## src/rtl/arb_pkg.sv

```systemverilog
// Shared definitions for the request buffer that feeds the 2-agent arbiter.
package arb_pkg;

   localparam int NUM_AGENTS          = 2;
   localparam int PEND_W_DEF          = 3;
   localparam int SERVICE_CYCLES_DEF  = 4;
   localparam int PEND_MAX            = (2 ** PEND_W_DEF) - 1;

   // Per-agent condition, decoded from the pending and service counters
   typedef enum logic [1:0] {
      SLOT_IDLE  = 2'd0,   // nothing pending
      SLOT_WAIT  = 2'd1,   // pending, no granted edges yet in this transaction
      SLOT_SERVE = 2'd2    // part-way through a transaction's granted edges
   } slot_state_e;

   // Width of a service counter that must reach SERVICE_CYCLES; never below 1
   function automatic int svc_width(input int service_cycles);
      int w;
      w = $clog2(service_cycles + 1);
      return (w < 1) ? 1 : w;
   endfunction

endpackage

```

## src/rtl/agent_req_slot.sv

```systemverilog
// One agent's request slot: pending counter, service counter, done pulse and
// sticky overflow flag. Request level to the arbiter is decoded from pend.
module agent_req_slot
   import arb_pkg::*;
#(
   parameter int PEND_W         = PEND_W_DEF,
   parameter int SERVICE_CYCLES = SERVICE_CYCLES_DEF
) (
   input  logic              clk,
   input  logic              rst,
   input  logic              req_i,
   input  logic              grant_i,
   output logic              req_lvl_o,
   output logic              done_o,
   output logic [PEND_W-1:0] pend_o,
   output logic              overflow_o
);

   localparam int                 SVC_W     = svc_width(SERVICE_CYCLES);
   localparam logic [PEND_W-1:0]  P_MAX     = {PEND_W{1'b1}};
   localparam logic [SVC_W-1:0]   SVC_LAST  = SVC_W'(SERVICE_CYCLES - 1);

   logic [PEND_W-1:0] pend_q, pend_d;
   logic [SVC_W-1:0]  svc_q,  svc_d;
   logic              done_q, done_d;
   logic              ovf_q,  ovf_d;
   slot_state_e       state;
   logic              complete;

   // Decode the slot condition from the counters
   always_comb begin
      state = SLOT_IDLE;
      if (svc_q != '0)
         state = SLOT_SERVE;
      else if (pend_q != '0)
         state = SLOT_WAIT;
   end

   // A granted edge finishes the transaction when the service count is at its last step
   assign complete = grant_i && (state != SLOT_IDLE) && (svc_q == SVC_LAST);

   // Next-state for service counter, pending counter, done pulse and overflow
   always_comb begin
      pend_d = pend_q;
      svc_d  = svc_q;
      done_d = 1'b0;
      ovf_d  = ovf_q;

      // Service: any non-granted edge aborts a partial transaction; grants with
      // nothing pending are ignored
      if (grant_i && (state != SLOT_IDLE)) begin
         if (complete) begin
            svc_d  = '0;
            done_d = 1'b1;
         end else begin
            svc_d = svc_q + 1'b1;
         end
      end else begin
         svc_d = '0;
      end

      // Pending: a same-edge enqueue and completion cancel out, which also lets a
      // full counter accept a request on its completing edge
      unique case ({req_i, complete})
         2'b10: begin
            if (pend_q == P_MAX)
               ovf_d = 1'b1;
            else
               pend_d = pend_q + 1'b1;
         end
         2'b01:   pend_d = pend_q - 1'b1;
         default: pend_d = pend_q;
      endcase
   end

   // Slot registers; reset wins over everything, including a transaction in service
   always_ff @(posedge clk) begin
      if (rst) begin
         pend_q <= '0;
         svc_q  <= '0;
         done_q <= 1'b0;
         ovf_q  <= 1'b0;
      end else begin
         pend_q <= pend_d;
         svc_q  <= svc_d;
         done_q <= done_d;
         ovf_q  <= ovf_d;
      end
   end

   // Request level follows the registered count, so it drops with the last done pulse
   assign req_lvl_o  = (pend_q != '0);
   assign done_o     = done_q;
   assign pend_o     = pend_q;
   assign overflow_o = ovf_q;

endmodule

```

## src/rtl/agent_req_buffer.sv

```systemverilog
// Request buffer in front of the 2-agent arbiter: one independent slot per
// agent, wired to the arbiter-facing request and grant vectors.
module agent_req_buffer
   import arb_pkg::*;
#(
   parameter int PEND_W         = PEND_W_DEF,
   parameter int SERVICE_CYCLES = SERVICE_CYCLES_DEF
) (
   input  logic                  clk,
   input  logic                  rst,
   input  logic [NUM_AGENTS-1:0] req_in,
   input  logic [NUM_AGENTS-1:0] g,
   output logic [NUM_AGENTS-1:0] r,
   output logic [NUM_AGENTS-1:0] done,
   output logic [PEND_W-1:0]     pend0,
   output logic [PEND_W-1:0]     pend1,
   output logic [NUM_AGENTS-1:0] overflow
);

   logic [PEND_W-1:0] pend_w [NUM_AGENTS];

   for (genvar i = 0; i < NUM_AGENTS; i++) begin : g_slot
      agent_req_slot #(
         .PEND_W         (PEND_W),
         .SERVICE_CYCLES (SERVICE_CYCLES)
      ) u_slot (
         .clk        (clk),
         .rst        (rst),
         .req_i      (req_in[i]),
         .grant_i    (g[i]),
         .req_lvl_o  (r[i]),
         .done_o     (done[i]),
         .pend_o     (pend_w[i]),
         .overflow_o (overflow[i])
      );
   end

   assign pend0 = pend_w[0];
   assign pend1 = pend_w[1];

endmodule

```

## config.mk

```make
export PLATFORM = sky130hd
export DESIGN_NAME = agent_req_buffer
export DESIGN_NICKNAME = d
export VERILOG_FILES = /design/src/rtl/arb_pkg.sv /design/src/rtl/agent_req_slot.sv /design/src/rtl/agent_req_buffer.sv
export SDC_FILE = /design/constraint.sdc
export NUM_CORES = 1
export LEC_CHECK = 0
export CORE_UTILIZATION = 45
export CTS_CLUSTER_DIAMETER = 100
export DETAILED_ROUTE_END_ITERATION = 7
export PLACE_DENSITY_LB_ADDON = 0.15
export SYNTH_ARGS = -nofsm -noshare
export SYNTH_HDL_FRONTEND = slang
export SYNTH_SLANG_ARGS = --single-unit
```

## constraint.sdc

```tcl
create_clock -name clk -period 2 [get_ports clk]
set_input_delay 0.2 -clock clk [delete_from_list [all_inputs] [get_ports clk]]
set_output_delay 0.2 -clock clk [all_outputs]
set_load 0.005 [all_outputs]
```

## Word-level counts from Yosys, hierarchy flattened

Cells that the tools add are included.

| storage, ports and cells | value |
|---|---|
| register bits | 16 |
| logic and storage cells | 56 |
| output and inout port bits | 12 |
| bits of input ports | 6 |

| operators by class | value |
|---|---|
| equality and inequality tests | 10 |
| multiplexer cells | 10 |
| add/sub/neg operators | 6 |
| reductions and logical operators | 20 |
| bitwise gates (word level) | 2 |

Operator list:

| operator | number |
|---|---|
| adder 3 x 1 -> 3 bit, second input constant | 4 |
| case mux 3 bit (2 select lines) | 2 |
| nonzero test 3 bit | 4 |
| AND reduction 2 bit | 4 |
| nonzero test 2 bit | 4 |
| equality test 3 x 2 -> 1 bit, second input constant | 2 |
| equality test 3 bit, second input constant | 2 |
| two-way mux 3 bit | 2 |
| OR reduction 3 bit | 2 |
| subtractor 3 x 1 -> 3 bit, second input constant | 2 |
| equality test 2 x 1 -> 1 bit, second input constant | 2 |
| equality test 2 bit, second input constant | 2 |
| logical AND 1 bit | 4 |
| two-way mux 1 bit | 4 |
| two-way mux 2 bit | 2 |
| inequality test 2 bit, second input constant | 2 |
| OR reduction 2 bit | 2 |
| inverter 1 bit | 2 |

## Logic depth before layout (Yosys ltp)

| depth | value |
|---|---|
| word-level depth | 9 |
| gate-level depth with buffers | 9 |
| depth with buffers taken out | 9 |

## By module

From an unflattened synthesis, not the netlist that was laid out.

| second synthesis, totals | value |
|---|---|
| cell total of the unflattened synthesis | 94 |
| area, all modules | 873.3 um2 |

By module, submodules not included:

| module | times used | cells an instance | seq. area each (um2) | area each (um2) |
|---|---|---|---|---|
| agent_req_slot | 2 | 47 | 160.2 | 436.7 |

## Worst setup path before layout

Ideal clock, no wire load.

| timing | value |
|---|---|
| kind | reg-to-reg |
| start | reg g_slot[1].u_slot.svc_q[0] |
| end | reg g_slot[1].u_slot.pend_q[2] |
| library setup time | 0.121 ns |
| data required time | 1.879 ns |
| buffers on the path | 0 |
| data arrival time | 2.089 ns |
| period minus slack after synthesis | 2.210 ns |
| stages on the path, launching flop included | 9 |
| path slack | -0.210 ns |
| path through | dfxtp_1 -> ha_1 -> ha_1 -> o311ai_4 -> or2_2 -> fa_1 -> nand3b_1 -> mux2i_1 -> mux2_2 |

| between the ends | value |
|---|---|
| cells in the longest elaborated chain, start to end | 8 |
| elaborated cells on any way between the ends | 12 |
| classes of those cells | eq/ne (4); mux (2); reduce/logical (6) |

Ends and longest elaborated chain:

| element | RTL line | source |
|---|---|---|
| start, declared | agent_req_slot.sv:24 | `logic [SVC_W-1:0] svc_q, svc_d;` |
| start signal, assigned | agent_req_slot.sv:85 | `svc_q <= svc_d;` |
| nonzero test 3 bit | agent_req_slot.sv:33 | `if (svc_q != '0)` |
| two-way mux 2 bit | agent_req_slot.sv:33 |  |
| nonzero test 2 bit | agent_req_slot.sv:40 | `assign complete = grant_i && (state != SLOT_IDLE) && (svc_q == SVC_LAST);` |
| logical AND 1 bit | agent_req_slot.sv:40 |  |
| logical AND 1 bit * | agent_req_slot.sv:40 |  |
| equality test 2 bit or equality test 2 x 1 -> 1 bit (tied branches) | agent_req_slot.sv:64 | `unique case ({req_i, complete})` |
| inequality test 2 bit (no source line) or nonzero test 2 bit (tied branches) | n/a |  |
| AND reduction 2 bit (no source line) | n/a |  |
| end signal, assigned | agent_req_slot.sv:84 | `pend_q <= pend_d;` |
| end, declared | agent_req_slot.sv:23 | `logic [PEND_W-1:0] pend_q, pend_d;` |

Every way passes the cells marked *; elsewhere a longest branch is shown, timed or not.
A chain may end at the register's enable or synchronous reset.

## Worst setup path in the final report

| timing | value |
|---|---|
| start | reg g_slot[0].u_slot.svc_q[1] |
| end | reg g_slot[0].u_slot.pend_q[2] |

| between the ends | value |
|---|---|
| cells in the longest elaborated chain, start to end | 8 |
| elaborated cells on any way between the ends | 12 |
| classes of those cells | eq/ne (4); mux (2); reduce/logical (6) |

Ends and longest elaborated chain:

| element | RTL line |
|---|---|
| start, declared | agent_req_slot.sv:24 |
| start signal, assigned | agent_req_slot.sv:85 |
| nonzero test 3 bit | agent_req_slot.sv:33 |
| two-way mux 2 bit | agent_req_slot.sv:33 |
| nonzero test 2 bit | agent_req_slot.sv:40 |
| logical AND 1 bit | agent_req_slot.sv:40 |
| logical AND 1 bit * | agent_req_slot.sv:40 |
| equality test 2 bit or equality test 2 x 1 -> 1 bit (tied branches) | agent_req_slot.sv:64 |
| inequality test 2 bit (no source line) or nonzero test 2 bit (tied branches) | n/a |
| AND reduction 2 bit (no source line) | n/a |
| end signal, assigned | agent_req_slot.sv:84 |
| end, declared | agent_req_slot.sv:23 |

Marks and branches as above.

==> flow_metrics.py <==
metrics = {
    "outcome": {
        "outcome": "complete, but fails checks",
        "violated_checks": "negative setup slack",
    },
    "job": {
        "max-cap-violations": 0,
    },
    "floorplanning": {
        "fp.dieArea_um2": 2200,
        "initial_utilization_pct": 50.3,
        "num_rows": 15,
        "core_region_area_um2": 1800,
        "io-pin-count": 18,
        "die_boundary_height_um": 46.9,
        "die_width_um": 46.9,
    },
    "clocking": {
        "cts_tree": "yes",
        "cts_hold_repair.buffers": 0,
        "numCtsBuffers": 3,
        "clock_sink_count": 16,
        "clockBufferDepth": 2,
        "clock_insertion_delay_worst_skew_ns": 0.29,
        "clk_root_buffer_cell": "sky130_fd_sc_hd__clkbuf_4",
        "worst_setup_hold_path_clk_slew_ns": 0.09,
        "htree_num_levels": 1,
    },
    "timing": {
        "final_critical_path_setup_slack_ns": -0.0813,
        "timing.final.max_slew_violations": 0,
        "hold_violations": 0,
        "max_freq_mhz": 480,
        "finClkSkew_ns": 0.00220,
        "count_of_final_setup_violators": 2,
        "fin_tns_setup_ns": -0.153,
        "finalHoldWorstSlack_ns": 0.453,
        "tightest_slew_margin_relative_to_the_limit_pct": 54.6,
        "post-route-period-util_pct": 104,
        "tightest_slew_ns": 0.673,
        "rsz_0062_raised_after_global_routing": "yes",
        "timing.final.crit_period_ns": 2.08,
    },
    "yosys": {
        "synth_area_per_cell_um2": 9.06,
        "synth_ff_type": "sky130_fd_sc_hd__dfxtp_1",
        "synth_async_sr_flop_share_pct": 0,
        "count_of_unique_library_cells_instantiated_by_yosys": 26,
        "mapped_cells": 100,
        "synth-warning-count": 0,
        "synth_sequential_area_ratio_pct": 35.4,
        "synth_seq_cells": 16,
        "net_count_synth": 114,
        "synth_area_um2": 906,
        "synth_edf_count": 0,
    },
    "critical_path": {
        "rr_endpoint": "g_slot[0].u_slot.pend_o[2]",
        "worst_r2r_path_depth": 8,
        "critical_path_peak_fanout": 2,
        "r2r_setup_slack_ns": -0.08,
        "end_kind": "register",
        "critPathArrivalTime_ns": 2.27,
        "regToRegStartpoint": "g_slot[0].u_slot.svc_q[1]",
        "cp-start-kind": "register",
        "worst-endpoint-required_ns": 2.18,
        "criticalPathCategory": "register to register",
    },
    "place": {
        "setup_slack_after_placement_ns": -0.188,
        "placed_cells": 148,
        "io_buffers": 17,
        "dp_hpwl_um": 1290,
        "place.gp.congestion": 0.794,
    },
    "routing": {
        "route.final.wire_length_um": 1700,
        "vias": 728,
        "drc": 0,
        "detailedRoute.firstIterationViolations": 11,
        "vias_per_cell": 4.76,
        "post_route_ant_nets": 0,
        "wire_per_inst_um": 11.1,
        "drtPass1Iterations": 4,
    },
    "power_and_ir_drop": {
        "leakage_nw": 0.542,
        "pwr_density_cell_nw_per_um2": 538,
        "power.ir.vdd_worst_uv": 501,
    },
    "hold_path": {
        "min_path_type": "register to register",
        "timing.hold.worst_path_depth": 1,
        "hp-start": "g_slot[1].u_slot.svc_q[0]",
        "hold-path-endpoint": "g_slot[1].u_slot.svc_q[0]",
    },
    "global_route": {
        "antenna_found_initial": 0,
        "grt_pass1_vias": 655,
        "groute.layer.met2.usage_pct": 29.4,
        "grt_pass1_wl_um": 2690,
        "grt_use_met1_pct": 22.3,
        "grt.met3_usage_pct": 2.31,
        "top_usage_layer": "met2",
        "gr-usage-all-layers_pct": 17.8,
        "grt_start_max_net_pins": 15,
        "grt-ovfl-total": 0,
    },
    "cells_and_area": {
        "instances_no_fill": 153,
        "layout_commonest_cell": "sky130_fd_sc_hd__nor2_1",
        "commonest_cells_after_routing_fill_and_taps_aside": "20 x sky130_fd_sc_hd__nor2_1, 17 x sky130_fd_sc_hd__clkdlybuf4s50_1, 15 x sky130_fd_sc_hd__buf_4",
        "final_net_count": 143,
        "layout-drive-gt1-share_pct": 36.7,
        "area_grow_syn2layout_pct": 45.9,
        "diodes": 0,
    },
}
-- per-layer routing --
layer  part of all wire, %  wire (µm)  up-vias
li1                      -          -      373
met1                    46        789      337
met2                    49        832       14
met3                   3.2         55        4
met4                   1.4         23        0
met5                     0          0        -
-- cell usage after synthesis (3+ instances only) --
| cell type | n | area, µm² |
|---|---|---|
| sky130_fd_sc_hd__buf_4 | 6 | 45.0 |
| sky130_fd_sc_hd__inv_1 | 13 | 48.8 |
| sky130_fd_sc_hd__mux2_2 | 4 | 45.0 |
| sky130_fd_sc_hd__nor2_1 | 20 | 75.1 |
| sky130_fd_sc_hd__nand2b_1 | 3 | 18.8 |
| sky130_fd_sc_hd__mux2i_1 | 4 | 40.0 |
| sky130_fd_sc_hd__dfxtp_1 | 16 | 320 |
| sky130_fd_sc_hd__ha_1 | 6 | 75.1 |
-- repair_timing --
action	4_1_cts	5_1_grt
endpoints found under the setup margin	2	4
resized for setup	15	2
pin swaps	8	6
buffers inserted	1	0
-- through the flow --
stage                     util [%]  instance area [µm²]  power, mW
after floorplan                  -                  957      0.423
after global placement        67.2                 1210      0.486
after detailed placement      67.2                 1210      0.488
after CTS                     73.1                 1320      0.716
after global routing          73.3                 1320      0.753
final                         73.3                 1320      0.711
-- area by class of cell --
| cell class | instances | area (µm²) |
|---|---|---|
| multi-input combinational | 63 | 589 |
| fill | 151 | 480 |
| sequential | 16 | 330 |
| timing repair buffer | 32 | 283 |
| inverter | 13 | 51.3 |
| clock buffer | 4 | 36.3 |
| tap | 25 | 31.3 |
-- power by group --
group	switching (mW)	internal, mW	total, mW
Sequential	0.00932	0.330	0.340
Combinational	0.0702	0.0860	0.156
Clock	0.104	0.111	0.215
-- how the worst max path moves through the flow --
stage | from | end | slack (ns) | depth (start not counted)
detailed placement | g[0] | g_slot[0].u_slot.pend_o[2] | -0.19 | 7
finish | g_slot[0].u_slot.svc_q[1] | g_slot[0].u_slot.pend_o[2] | -0.08 | 8
floorplan | g_slot[1].u_slot.svc_q[1] | g_slot[1].u_slot.pend_o[2] | -0.06 | 8
global placement | g[0] | g_slot[0].u_slot.pend_o[2] | -0.15 | 7
CTS | g_slot[0].u_slot.svc_q[0] | g_slot[0].u_slot.pend_o[2] | -0.14 | 8
global route | g_slot[0].u_slot.svc_q[1] | g_slot[0].u_slot.pend_o[2] | -0.16 | 8
-- sequential cells by signal, indices dropped and copies added, names as in the netlist --
signal and count:
g_slot.u_slot.done_o 2, g_slot.u_slot.overflow_o 2, g_slot.u_slot.pend_o 6, g_slot.u_slot.svc_q 6
-- worst max-delay path, cell delays in order, from the launching register on --
cell                       delay (ns)
sky130_fd_sc_hd__dfxtp_2         0.37
sky130_fd_sc_hd__ha_4            0.15
sky130_fd_sc_hd__ha_4            0.15
sky130_fd_sc_hd__o211ai_4        0.08
sky130_fd_sc_hd__or2_4           0.23
sky130_fd_sc_hd__fa_2            0.34
sky130_fd_sc_hd__nand3b_1        0.16
sky130_fd_sc_hd__mux2i_1         0.16
sky130_fd_sc_hd__mux2_2          0.34
-- logic make-up after synthesis --
logic type	Yosys count	share of synthesized area (%)
fa+ha+maj	8	12.7
flops	16	35.4
buf+inv	21	11.2
mux	10	11.9
compound gates	6	7.18
simple gates	39	21.7
Power figures use the tool's default switching activity.
